$ cat config.mk
export PLATFORM = sky130hd
export DESIGN_NAME = shifter_pipe
export DESIGN_NICKNAME = d
export VERILOG_FILES = /design/src/rtl/shifter_pipe.sv
export SDC_FILE = /design/constraint.sdc
export NUM_CORES = 1
export LEC_CHECK = 0
export BUFFER_PORTS_ARGS = -buffer_cell sky130_fd_sc_hd__buf_2
export CORE_UTILIZATION = 55
export CTS_BUF_LIST = sky130_fd_sc_hd__clkbuf_2
export DETAILED_ROUTE_END_ITERATION = 8
export PLACE_DENSITY = 0.8
export SKIP_CTS_REPAIR_TIMING = 1
export SLEW_MARGIN = 5
export SYNTH_ARGS = -nofsm -noshare
export SYNTH_HDL_FRONTEND = slang
export SYNTH_SLANG_ARGS = --single-unit
$ cat constraint.sdc
create_clock -name CLK -period 3.2 [get_ports CLK]
set_input_delay 0.32 -clock CLK [delete_from_list [all_inputs] [get_ports CLK]]
set_output_delay 0.32 -clock CLK [all_outputs]
set_load 0.02 [all_outputs]
$ cat src/rtl/shifter_pipe.sv
// Pipelined barrel shifter/rotator with valid/ready flow control.
// Shift levels are applied MSB first and spread across STAGES register stages.
module shifter_pipe #(
    parameter int WIDTH  = 32,
    parameter int STAGES = 2
) (
    input  logic                       CLK,
    input  logic                       RESET,
    input  logic [WIDTH-1:0]           DIN_SP,
    input  logic [$clog2(WIDTH)-1:0]   SHIFT_VAL_SP,
    input  logic [2:0]                 CMD_SP,
    input  logic                       IN_VALID_SP,
    output logic                       IN_READY_SP,
    input  logic                       FLUSH_SP,
    output logic [WIDTH-1:0]           DOUT_SP,
    output logic                       ZERO_SP,
    output logic                       OUT_VALID_SP,
    input  logic                       OUT_READY_SP
);

    localparam int LEVELS = $clog2(WIDTH);

    localparam logic [2:0] CMD_SLL = 3'b000;
    localparam logic [2:0] CMD_SRL = 3'b001;
    localparam logic [2:0] CMD_SRA = 3'b010;
    localparam logic [2:0] CMD_ROL = 3'b011;
    localparam logic [2:0] CMD_ROR = 3'b100;

    // Stage that owns level lvl (lvl 0 is the largest shift); each stage
    // takes ceil(remaining levels / remaining stages).
    function automatic int level_stage(input int lvl);
        int rem;
        int start;
        int n;
        int res;
        rem   = LEVELS;
        start = 0;
        res   = STAGES - 1;
        for (int s = 0; s < STAGES; s++) begin
            n = (rem + STAGES - s - 1) / (STAGES - s);
            if (lvl >= start && lvl < start + n) res = s;
            start = start + n;
            rem   = rem - n;
        end
        return res;
    endfunction

    function automatic logic [WIDTH-1:0] shift_level(
        input logic [WIDTH-1:0] x,
        input logic [2:0]       cmd,
        input logic             sign,
        input int               amt
    );
        logic [WIDTH-1:0] ones;
        logic [WIDTH-1:0] res;
        ones = '1;
        case (cmd)
            CMD_SLL: res = x << amt;
            CMD_SRL: res = x >> amt;
            CMD_SRA: res = (x >> amt) | (sign ? ~(ones >> amt) : '0);
            CMD_ROL: res = (x << amt) | (x >> (WIDTH - amt));
            CMD_ROR: res = (x >> amt) | (x << (WIDTH - amt));
            default: res = x;
        endcase
        return res;
    endfunction

    // data_p[STAGES] is the output register; the others are compute stages.
    logic [WIDTH-1:0]  data_p [STAGES+1];
    logic [2:0]        cmd_p  [STAGES];
    logic [LEVELS-1:0] shv_p  [STAGES];
    logic [STAGES-1:0] sign_p;
    logic [STAGES:0]   vld_p;
    logic              zero_p;

    logic [STAGES:0]   adv;
    logic [WIDTH-1:0]  nxt [STAGES+1];

    // A stage advances unless it and every stage after it are full and stalled.
    always_comb begin
        logic full;
        adv = '0;
        for (int k = 0; k <= STAGES; k++) begin
            full = 1'b1;
            for (int j = k; j <= STAGES; j++) full = full & vld_p[j];
            adv[k] = !full || OUT_READY_SP;
        end
    end

    always_comb begin
        logic [WIDTH-1:0] x;
        nxt[0] = DIN_SP;
        for (int k = 0; k < STAGES; k++) begin
            x = data_p[k];
            for (int lvl = 0; lvl < LEVELS; lvl++) begin
                if (level_stage(lvl) == k && shv_p[k][LEVELS-1-lvl])
                    x = shift_level(x, cmd_p[k], sign_p[k], 1 << (LEVELS - 1 - lvl));
            end
            nxt[k+1] = x;
        end
    end

    always_ff @(posedge CLK or posedge RESET) begin
        if (RESET) begin
            vld_p  <= '0;
            zero_p <= 1'b1;
            sign_p <= '0;
            for (int k = 0; k <= STAGES; k++) data_p[k] <= '0;
            for (int k = 0; k < STAGES; k++) begin
                cmd_p[k] <= '0;
                shv_p[k] <= '0;
            end
        end else begin
            if (FLUSH_SP) begin
                vld_p <= '0;
            end else begin
                if (adv[0]) vld_p[0] <= IN_VALID_SP;
                for (int k = 1; k <= STAGES; k++)
                    if (adv[k]) vld_p[k] <= vld_p[k-1];
            end

            // stage 0: capture operand and control
            if (adv[0]) begin
                data_p[0] <= DIN_SP;
                cmd_p[0]  <= CMD_SP;
                shv_p[0]  <= SHIFT_VAL_SP;
                sign_p[0] <= DIN_SP[WIDTH-1];
            end

            // stages 1..STAGES-1: partial shift results travel with control
            for (int k = 1; k < STAGES; k++) begin
                if (adv[k]) begin
                    data_p[k] <= nxt[k];
                    cmd_p[k]  <= cmd_p[k-1];
                    shv_p[k]  <= shv_p[k-1];
                    sign_p[k] <= sign_p[k-1];
                end
            end

            // output register
            if (adv[STAGES]) begin
                data_p[STAGES] <= nxt[STAGES];
                zero_p         <= (nxt[STAGES] == '0);
            end
        end
    end

    assign IN_READY_SP  = adv[0];
    assign DOUT_SP      = data_p[STAGES];
    assign ZERO_SP      = zero_p;
    assign OUT_VALID_SP = vld_p[STAGES];

endmodule

* Word level (Yosys, flattened, before mapping)
Index checks and enable logic that the tools add are counted.
** Operators by class
- Mux-type cells :: 19
- Eq/ne operators :: 8
- Bitwise gates (word level) :: 17
- Reduce and logical (&&, ||, !) cells :: 13
** Operators with widths (count)
- 32-bit case mux with 5 select lines :: 4
- 32-bit 2-to-1 mux :: 10
- 32-bit case mux with 4 select lines :: 1
- 16-bit by 32-bit OR with 32-bit output :: 2
- 24-bit by 32-bit OR with 32-bit output :: 2
- 28-bit by 32-bit OR with 32-bit output :: 2
- 30-bit by 32-bit OR with 32-bit output :: 2
- 31-bit by 32-bit OR with 32-bit output :: 2
- 32-bit zero test :: 1
- 32-bit by 1-bit OR with 32-bit output :: 1
- 32-bit by 2-bit OR with 32-bit output :: 1
- 32-bit by 4-bit OR with 32-bit output :: 1
- 32-bit by 8-bit OR with 32-bit output :: 1
- 3-bit by 2-bit == test with 1-bit output (second input constant) :: 4
- 3-bit by 1-bit == test with 1-bit output (second input constant) :: 2
- 3-bit == test (second input constant) :: 2
- 3-bit zero test :: 2
- 2-bit nonzero test :: 3
- 1-bit AND :: 3
- 1-bit zero test :: 3
- 1-bit logical OR :: 3
- 1-bit 2-to-1 mux :: 3
- 3-bit 2-to-1 mux :: 1
- 2-bit OR reduction :: 1
** Storage, ports and cells
- Output and inout port bits :: 35
- Flip-flop bits (word level) :: 115

* Longest topological paths before layout
Gate-level depths: netlist (run 1).
- Depth after elaboration :: 10
- Mapped depth :: 11
- Mapped depth without buffers :: 7

* Worst setup path after synthesis (run 1)
Ideal clock, no wire load.
- Kind :: register to register
- Start :: register cmd_p[1] in the netlist's numbering
- End :: register zero_p (netlist: ZERO_SP)
- Library setup time :: 0.063 ns
- Path buffers :: 1
- Setup slack :: 0.431 ns
- Cell stages (with the launch flop) :: 9
- Clock period less this slack :: 2.769 ns
- Arrival time :: 2.706 ns
- Cells stage by stage :: dfrtp_1 -> buf_6 -> xnor2_1 -> mux2i_1 -> a211oi_1 -> a211o_1 -> or4_4 -> nor4b_2 -> a32o_1
** Between the ends
- Longest elaborated chain between the ends :: 7
- Elaborated cells between the ends (all ways) :: 13
- Those cells by class :: 4 x eq/ne; 4 x mux; 3 x bitwise; 2 x reduce/logical
** RTL lines
- start, declared :: RTL line 70 : logic [2:0] cmd_p [STAGES];
- start signal, assigned by index :: RTL line 134 : cmd_p[k] <= cmd_p[k-1];
- 3-bit == test (tied with other cells)
- 32-bit case mux with 5 select lines :: RTL line 57 : case (cmd)
- 32-bit 2-to-1 mux :: RTL line 96 : if (level_stage(lvl) == k && shv_p[k][LEVELS-1-lvl])
- 31-bit by 32-bit OR with 32-bit output (tied with other cells) :: RTL line 62 : CMD_ROR: res = (x >> amt) | (x << (WIDTH - amt));
- 32-bit case mux with 5 select lines :: RTL line 57
- 32-bit 2-to-1 mux (*) :: RTL line 96
- 32-bit zero test (*) :: RTL line 143 : zero_p <= (nxt[STAGES] == '0);
- end signal, assigned :: RTL line 143
- end, declared :: RTL line 74 : logic zero_p;
Every way passes the cells marked *; elsewhere a longest branch is shown, timed or not.
A chain may end at the register's enable or synchronous reset.

* Worst setup path in the final report (run 1)
Same ends and word-level chain as after synthesis.

==> impl_results.md, run 1 <==
* Status: finished with violations
* Failing checks: design-rule violations
* Max_slew headroom at 0.328
* # H-tree levels at 4
* Reg2Reg Setup Slack at 130 ps
* Rows at 44
* Cells on Worst Hold Path at 5
* Worst Path Class, Setup: reg -> reg
* Port Buf Inserts at 79
* Netlist cell types at 72
* Final Max Tran Viols at 0
* Cts bufs inserted at 17
* Final setup fails at 0
* Max Freq at 326 MHz
* DP HPWL at between 15 and 20 mm
* GRT Total Usage at 0.344
* Commonest non-fill, non-tap cells in the layout: dfrtp_1, a21oi_1, nand2_1, o21ai_0, buf_2
* Hold Startpoint: OUT_READY_SP
* Seq cells post-synth at ~110
* Critical path, cell by cell: or4b_4 > buf_4 > o22ai_1 > a221oi_1 > buf_4 > a221oi_1 > nand4_1 > nor4b_2 > a32o_1
* Adder-Cell Fraction of Synth Area at 0.00119
* Critical Path Max Stage Delay at between 600 and 700 ps
* Sink Count at 114
* Period utilisation layout at 0.959
* Commonest non-fill, non-tap cell in the layout: dfrtp_1
* Share of layout cells above drive strength 1 at 0.216
* CP required at 3870 ps
* EDFF count, synth at 0
* Largest family of logic cells by synthesized area: compound AO/OA/AOI/OAI gates
* VDD IR max at 323 µV
* Post-Syn Area at 8400 µm²
* Net Sw Power at 1.71 mW
* Compound-Gate Fraction of Synth Area at 0.361
* TritonRoute pass-1 iters at 9
* Place WS at roughly 220 ps
* Drt drc at 4
* Setup TNS at 0 ps
* Core ar. at 14700 µm²
* Max-cap violations at 0
* Post-synth ARST share at 1.00
* Post-synthesis sequential area ratio at 0.340
* Crit path launch type: flip-flop
* Initial Utilization at 0.571
* Die Y at 126 µm
* YS warnings at 0
* Crit Path Max Fanout at 11
* Minimum clock period at 3070 ps
* Vias in the first global route at 8164
* Clock root buffer: clkbuf_2
* Filler cells at 1256
* Synth Area in Simple Gates at 0.142
* Power per Cell Area at 453 nW/µm²
* Area Growth Syn to Fin at 15.4%
* Hold endpoint: DOUT_SP[29]
* GPL Wtd Cong at 0.940
* Global-route wire length before repair at 42.8 mm
* Avg WL per Cell at 21.0 µm
* Critical Path AT at 3740 ps
* FF-to-FF path depth at 9
* Initial drt markers at 1043
* Design area at around 9700 µm²
* Slew @ Worst Pin at roughly 1000 ps
* CTS max path bufs at 2
* Top_reg_cell synth: dfrtp_1
* Clk_skew at 38.7 ps
* Syn_nets at about 1100
* Die ar. at 15800 µm²
* Setup crit end kind: flip-flop
* Placed Area at 9010 µm²
* Post-synthesis xor/xnor area fraction at 0.00402
* Synth Instances at a little over 1000
* Final nets at 1152
* Switching fraction of total power at 0.389
* ANT nets after route at 0
* Slowest CP cell: or4b_4
* Leakage power at 4.08 nW
* Die W at 126 µm
* Seq pwr share at 0.415
* Int Pwr at 2.68 mW
* CTS tree: built
* Vias per cell at 6.89
* Clock power frac at 0.230
* Overflow after GRT at 0
* Final Power at 4.39 mW
* Initial antenna violation count at 1
* Final hold violation count at 0
* Vias at ~9000
* Drt total wl at 27.4 mm
* I/O pins at 80
* Syn_area_per_cell at between 8 and 9 µm²
* R2R Path End: ZERO_SP
* Largest net degree at the start of global routing at 55
* Mux cell area share after synthesis at 0.0605
* HP Class: in -> reg
* CTS clk-pin slew, worst paths at 190 ps
* Origin of the critical flop-to-flop path: cmd_p[1]
* Combinational Power Share at 0.355
* Final WS setup at 131 ps
* Clk Latency, worst-skew pair at 720 ps
* RSZ-0062 raised after global routing: false
## stage by stage
step | std cells | util | hold WS [ps]
finish | 1305 | 0.659 | 40.2
global route | 1305 | 0.659 | 39.1
CTS | 1260 | 0.629 | -265
detailed placement | 1229 | 0.613 | 461
global placement | 1229 | 0.613 | 451
floorplan | 1024 | - | 383
## critical path: cells and delay by family (launching register included)
kind / cells / cell delay (ps)
AOI/OAI and AO/OA: 4 / 870
DFF: 1 / 520
and+or+nand+nor: 3 / 1260
buffers and inverters: 2 / 390
## power groups by stage
stage,clock network (mW),registers [mW],logic [mW]
floorplan,0,1.77,1.12
CTS,1.02,1.81,1.48
global route,1.09,1.85,1.67
finish,1.01,1.82,1.56
global placement,0,1.84,1.46
detailed placement,0,1.84,1.47
## synth_stat cells (all sizes together), types with 5 or more instances
cell type / number / share of area
nand3: 15 / 0.0089
o31ai: 22 / 0.020
buf: 51 / 0.042
a22o: 11 / 0.011
dfrtp: 113 / 0.34
a221oi: 15 / 0.016
nand4: 15 / 0.011
and3: 10 / 0.0075
nand2: 88 / 0.039
nor2b: 14 / 0.010
a31oi: 27 / 0.020
clkbuf: 83 / 0.037
inv: 28 / 0.013
a211oi: 18 / 0.016
and2: 6 / 0.0045
a222oi: 11 / 0.013
a221o: 8 / 0.0095
a311oi: 21 / 0.022
o21ai: 89 / 0.054
o211ai: 8 / 0.0072
a21oi: 103 / 0.061
o221ai: 8 / 0.0083
nor2: 70 / 0.031
a311o: 5 / 0.0060
o21a: 6 / 0.0054
a22oi: 8 / 0.0072
o32ai: 12 / 0.013
mux2i: 8 / 0.0095
nor3: 5 / 0.0030
o22ai: 38 / 0.029
mux2: 38 / 0.051
o211a: 6 / 0.0072
nor4b: 5 / 0.0060
## cells by family (layout without fill, tap and decap cells)
| group | count (synthesis) | in the layout |
|---|---|---|
| xor+xnor | 3 | 3 |
| fa+ha+maj | 1 | 1 |
| simple gates | 248 | 248 |
| flops | 114 | 114 |
| compound gates | 450 | 450 |
| mux | 46 | 46 |
| other cells | 0 | 2 |
| buf+inv | 162 | 257 |
## area by class of cell
cell class	count	area, µm²	share of cell area
Multi-Input combinational cell	748	4800	0.496
Sequential cell	114	2860	0.295
Timing Repair Buffer	198	1450	0.149
Tap cell	184	230	0.0238
Clock inverter	12	143	0.0147
Inverter	28	109	0.0112
Clock buffer	19	95.1	0.00982
Antenna cell	2	5.00	0.000517
## registers in the layout, summed over array words and instances (netlist names)
register and count:
vld_p 3, ZERO_SP 1, data_p 63, sign_p 2
shv_p 7, cmd_p 6, DOUT_SP 32
## worst max-delay path by stage
stage / startpoint / endpoint / depth (start not counted)
final: cmd_p[1] / ZERO_SP / 9
after global routing: cmd_p[2] / ZERO_SP / 10
after CTS: cmd_p[0] / ZERO_SP / 8
after detailed placement: cmd_p[2] / ZERO_SP / 8
after global placement: cmd_p[0] / ZERO_SP / 8
after floorplan: cmd_p[1] / ZERO_SP / 8
## per-layer routing
| metal | wire, µm | track usage | vias to the layer above |
|---|---|---|---|
| met5 | 0 | 0 | - |
| met4 | 1260 | 0.179 | 0 |
| met2 | 12700 | 0.546 | 553 |
| met3 | 2490 | 0.0766 | 108 |
| met1 | 10900 | 0.440 | 4249 |
| li1 | - | - | 4080 |
Power figures use the tool's default switching activity.
==> run 2, diff against run 1 <==
--- a/config.mk
+++ b/config.mk
@@ -5,11 +5,11 @@
 export SDC_FILE = /design/constraint.sdc
 export NUM_CORES = 1
 export LEC_CHECK = 0
+export ABC_AREA = 1
 export BUFFER_PORTS_ARGS = -buffer_cell sky130_fd_sc_hd__buf_2
-export CORE_UTILIZATION = 55
+export CORE_UTILIZATION = 31
 export CTS_BUF_LIST = sky130_fd_sc_hd__clkbuf_2
 export DETAILED_ROUTE_END_ITERATION = 8
-export PLACE_DENSITY = 0.8
 export SKIP_CTS_REPAIR_TIMING = 1
 export SLEW_MARGIN = 5
 export SYNTH_ARGS = -nofsm -noshare
==> run 2 against run 1 <==
The run now ends clean. Setup slack gained 400 ps. Count of clock-buffer cells in the layout unchanged. Fmax rose by 15%. Non-clock buffer count is 53 lower. Critical path depth fell by 2. Global-route usage shrank 15 points. Routed wire length shrank 8.6%. Sequential share of layout area grew 1.6 points. Final cell count up 25%. Largest power group unchanged.
==> impl_results.md, run 2 <==
* Status: finished, final reports clean
* Post-synthesis sequential area ratio at 0.359 (+0.0191)
* Hold endpoint: DOUT_SP[0]
* Minimum clock period at 2670 ps (-403 ps)
* Slew @ Worst Pin at 957 ps (-50.7 ps)
* Syn_nets at 1276 (+19%)
* Worst path buffer plus inverter count at 4 (+2)
* Netlist cell types at 28 (-61%)
* Vias at 8284 (-7.9%)
* Max_slew headroom at 0.361 (+0.0325)
* Rows at 58 (+32%)
* Filler cells at 2748 (+120%)
* Slowest CP cell: buf_4
* Clock power frac at 0.289 (+0.059)
* DP HPWL at 18.1 mm (-6.0%)
* Crit path launch type: flip-flop
* Syn_area_per_cell at 6.46 µm² (-21%)
* Switching fraction of total power at 0.371 (-0.0179)
* TritonRoute pass-1 iters at 5 (-4)
* Most numerous cell in the Yosys netlist: nand2_1
* HP Class: in -> reg
* CTS clk-pin slew, worst paths at 180 ps (about the same)
* Post-Syn Area at 7950 µm² (-5.3%)
* Hold Startpoint: OUT_READY_SP
* Int Pwr at 2.72 mW (+1.5%)
* Period utilisation layout at 0.833 (-0.126)
* Drt drc at 0 (-4)
* Clk Latency, worst-skew pair at 740 ps (+20 ps)
* Clock root buffer: clkbuf_2
* Largest net degree at the start of global routing at 83 (+51%)
* Crit Path Max Fanout at 82 (+71)
* Final WS setup at 534 ps (+403 ps)
* Setup TNS at 0 ps (unchanged)
* RSZ-0062 raised after global routing: false
* Avg WL per Cell at 15.3 µm (-27%)
* ANT nets after route at 0 (unchanged)
* R2R Path End: data_p[49]
* Origin of the critical flop-to-flop path: cmd_p[4]
* Core ar. at 25200 µm² (+71%)
* Vias per cell at 5.06 (-26%)
* GRT Total Usage at 0.193 (-0.151)
* YS warnings at 0 (unchanged)
* Final Max Tran Viols at 0 (unchanged)
* Reg2Reg Setup Slack at 590 ps (+460 ps)
* Global-route wire length before repair at 40.1 mm (-6.4%)
* Largest Register: data_p
* CTS max path bufs at 2 (unchanged)
* Sink Count at 114 (unchanged)
* Die Y at 162 µm (+29%)
* Final nets at 1337 (+16%)
* Die W at 162 µm (+29%)
* Setup crit end kind: output port
* CTS tree: built
* CP required at 2880 ps (-990 ps)
* Worst Path Class, Setup: reg -> out
* Place WS at 567 ps (+348 ps)
* Critical Path Max Stage Delay at 510 ps (-150 ps)
* Synth Instances at 1231 (+20%)
* Commonest non-fill, non-tap cell in the layout: nand2_1
* Critical Path AT at 2350 ps (-1390 ps)
* Final hold violation count at 0 (unchanged)
* Initial antenna violation count at 1 (unchanged)
* Share of layout cells above drive strength 1 at 0.137 (-0.0790)
* Max Freq at 375 MHz (+15%)
* Power per Cell Area at 470 nW/µm² (+3.9%)
* Cell taking the most area after synthesis: dfrtp_1
* Vias in the first global route at 7407 (-9.3%)
* I/O pins at 80 (unchanged)
* Drt total wl at 25.0 mm (-8.6%)
* Cts bufs inserted at 17 (unchanged)
* Most frequent cells after synthesis: nand2_1, nand3_1, o21ai_0
* Top_reg_cell synth: dfrtp_1
* Critical path, cell by cell: inv_1 > nor2_4 > inv_1 > nor2_4 > nand2_2 > buf_4 > buf_2
* Initial Utilization at 0.316 (-0.255)
* Net Sw Power at 1.60 mW (-6.0%)
* Seq pwr share at 0.401 (-0.014)
* Area Growth Syn to Fin at 15.6%
* Combinational Power Share at 0.310 (-0.045)
* Max-cap violations at 0 (unchanged)
* Area of the multi-input gates at 4250 µm² (-11%)
* Clk_skew at 60.1 ps (+21.4 ps)
* Synth top area cells: dfrtp_1, nand2_1, nand3_1
* Final setup fails at 0 (unchanged)
* Yosys top cell area share at 0.356 (+0.0189)
* # H-tree levels at 4 (unchanged)
* Commonest non-fill, non-tap cells in the layout: nand2_1, nand3_1, o21ai_0, dfrtp_1, a21oi_1
* Cells on Worst Hold Path at 5 (unchanged)
* Max reg flops at 63 (unchanged)
* VDD IR max at 210 µV (-35%)
* Cell family with most CP delay: buffers and inverters
* Seq cells post-synth at 114 (unchanged)
* FF-to-FF path depth at 10 (+1)
* GPL Wtd Cong at 0.914 (-2.8%)
* EDFF count, synth at 0 (unchanged)
* Post-synth ARST share at 1.00 (unchanged)
* Overflow after GRT at 0 (unchanged)
* Initial drt markers at 690 (-34%)
* Die ar. at 26300 µm² (+67%)
* Leakage power at 4.46 nW (+9.4%)
* FF/Latch Area at 2850 µm² (about the same)
* Port Buf Inserts at 79 (unchanged)
run 2: cell types whose count changed after synthesis, moves of 22 or more:
cell / delta
nand2_1: +309
nand3_1: +144
inv_1: +54
o21ai_1: +45
o21ai_0: +43
clkbuf_1: -39
mux2_2: -38
a31oi_1: -27
nor2_1: -24
o31ai_1: -22
or2_2: +22
run 2: area by class of cell:
type	instances	area share
Multi-Input combinational cell	929	0.463
Sequential cell	114	0.310
Timing Repair Buffer	145	0.113
Tap cell	330	0.0449
Inverter	85	0.0351
Clock inverter	12	0.0231
Clock buffer	19	0.0103
Antenna cell	2	0.000544
run 2: worst max-delay path by stage:
stage / start / end / cells after the start / slack, ps
after floorplan: vld_p[2] / IN_READY_SP / 6 / 1210
after global placement: cmd_p[4] / data_p[49] / 9 / 550
after detailed placement: cmd_p[4] / data_p[49] / 10 / 570
after CTS: vld_p[2] / IN_READY_SP / 7 / 460
after global routing: cmd_p[4] / data_p[49] / 10 / 200
final: vld_p[2] / IN_READY_SP / 7 / 530
run 2: per-stage QoR:
stage	total power, mW	area [µm²]	cells	util	hold WS (ps)
floorplan	2.75	7950	1231	-	383
detailed placement	3.05	8440	1559	0.335	461
global route	4.61	9190	1636	0.365	93.9
global placement	3.05	8440	1559	0.335	453
finish	4.32	9190	1636	0.365	77.6
CTS	4.31	8750	1590	0.347	-287
run 2: tightest hold or removal path, cell delays in order:
cell and delay (ps):
buf_2 100, nor2_4 40, inv_1 150, nor2_1 60, nor2_1 90
run 2: power groups by stage:
stage                     sequential [mW]  clock (mW)  combinational, mW
after floorplan                      1.72           0               1.03
after global placement               1.76           0               1.29
after detailed placement             1.76           0               1.29
after CTS                            1.73        1.28               1.30
after global routing                 1.76        1.34               1.51
final                                1.73        1.25               1.34
run 2: cell families (layout without fill, tap and decap cells):
| family | after synthesis | after routing | synth area share |
|---|---|---|---|
| other cells | 0 | 2 | 0 |
| flops | 114 | 114 | 0.359 |
| simple gates | 639 | 639 | 0.341 |
| compound gates | 290 | 290 | 0.191 |
| buf+inv | 188 | 261 | 0.109 |
run 2: per-layer routing:
metal	vias up	share of wire	GRT usage	wire length, µm
met5	-	0	0	0
met4	0	0.025	0.0678	633
met3	39	0.056	0.0335	1390
met2	301	0.43	0.294	10800
met1	3794	0.49	0.274	12200
li1	4150	-	-	-
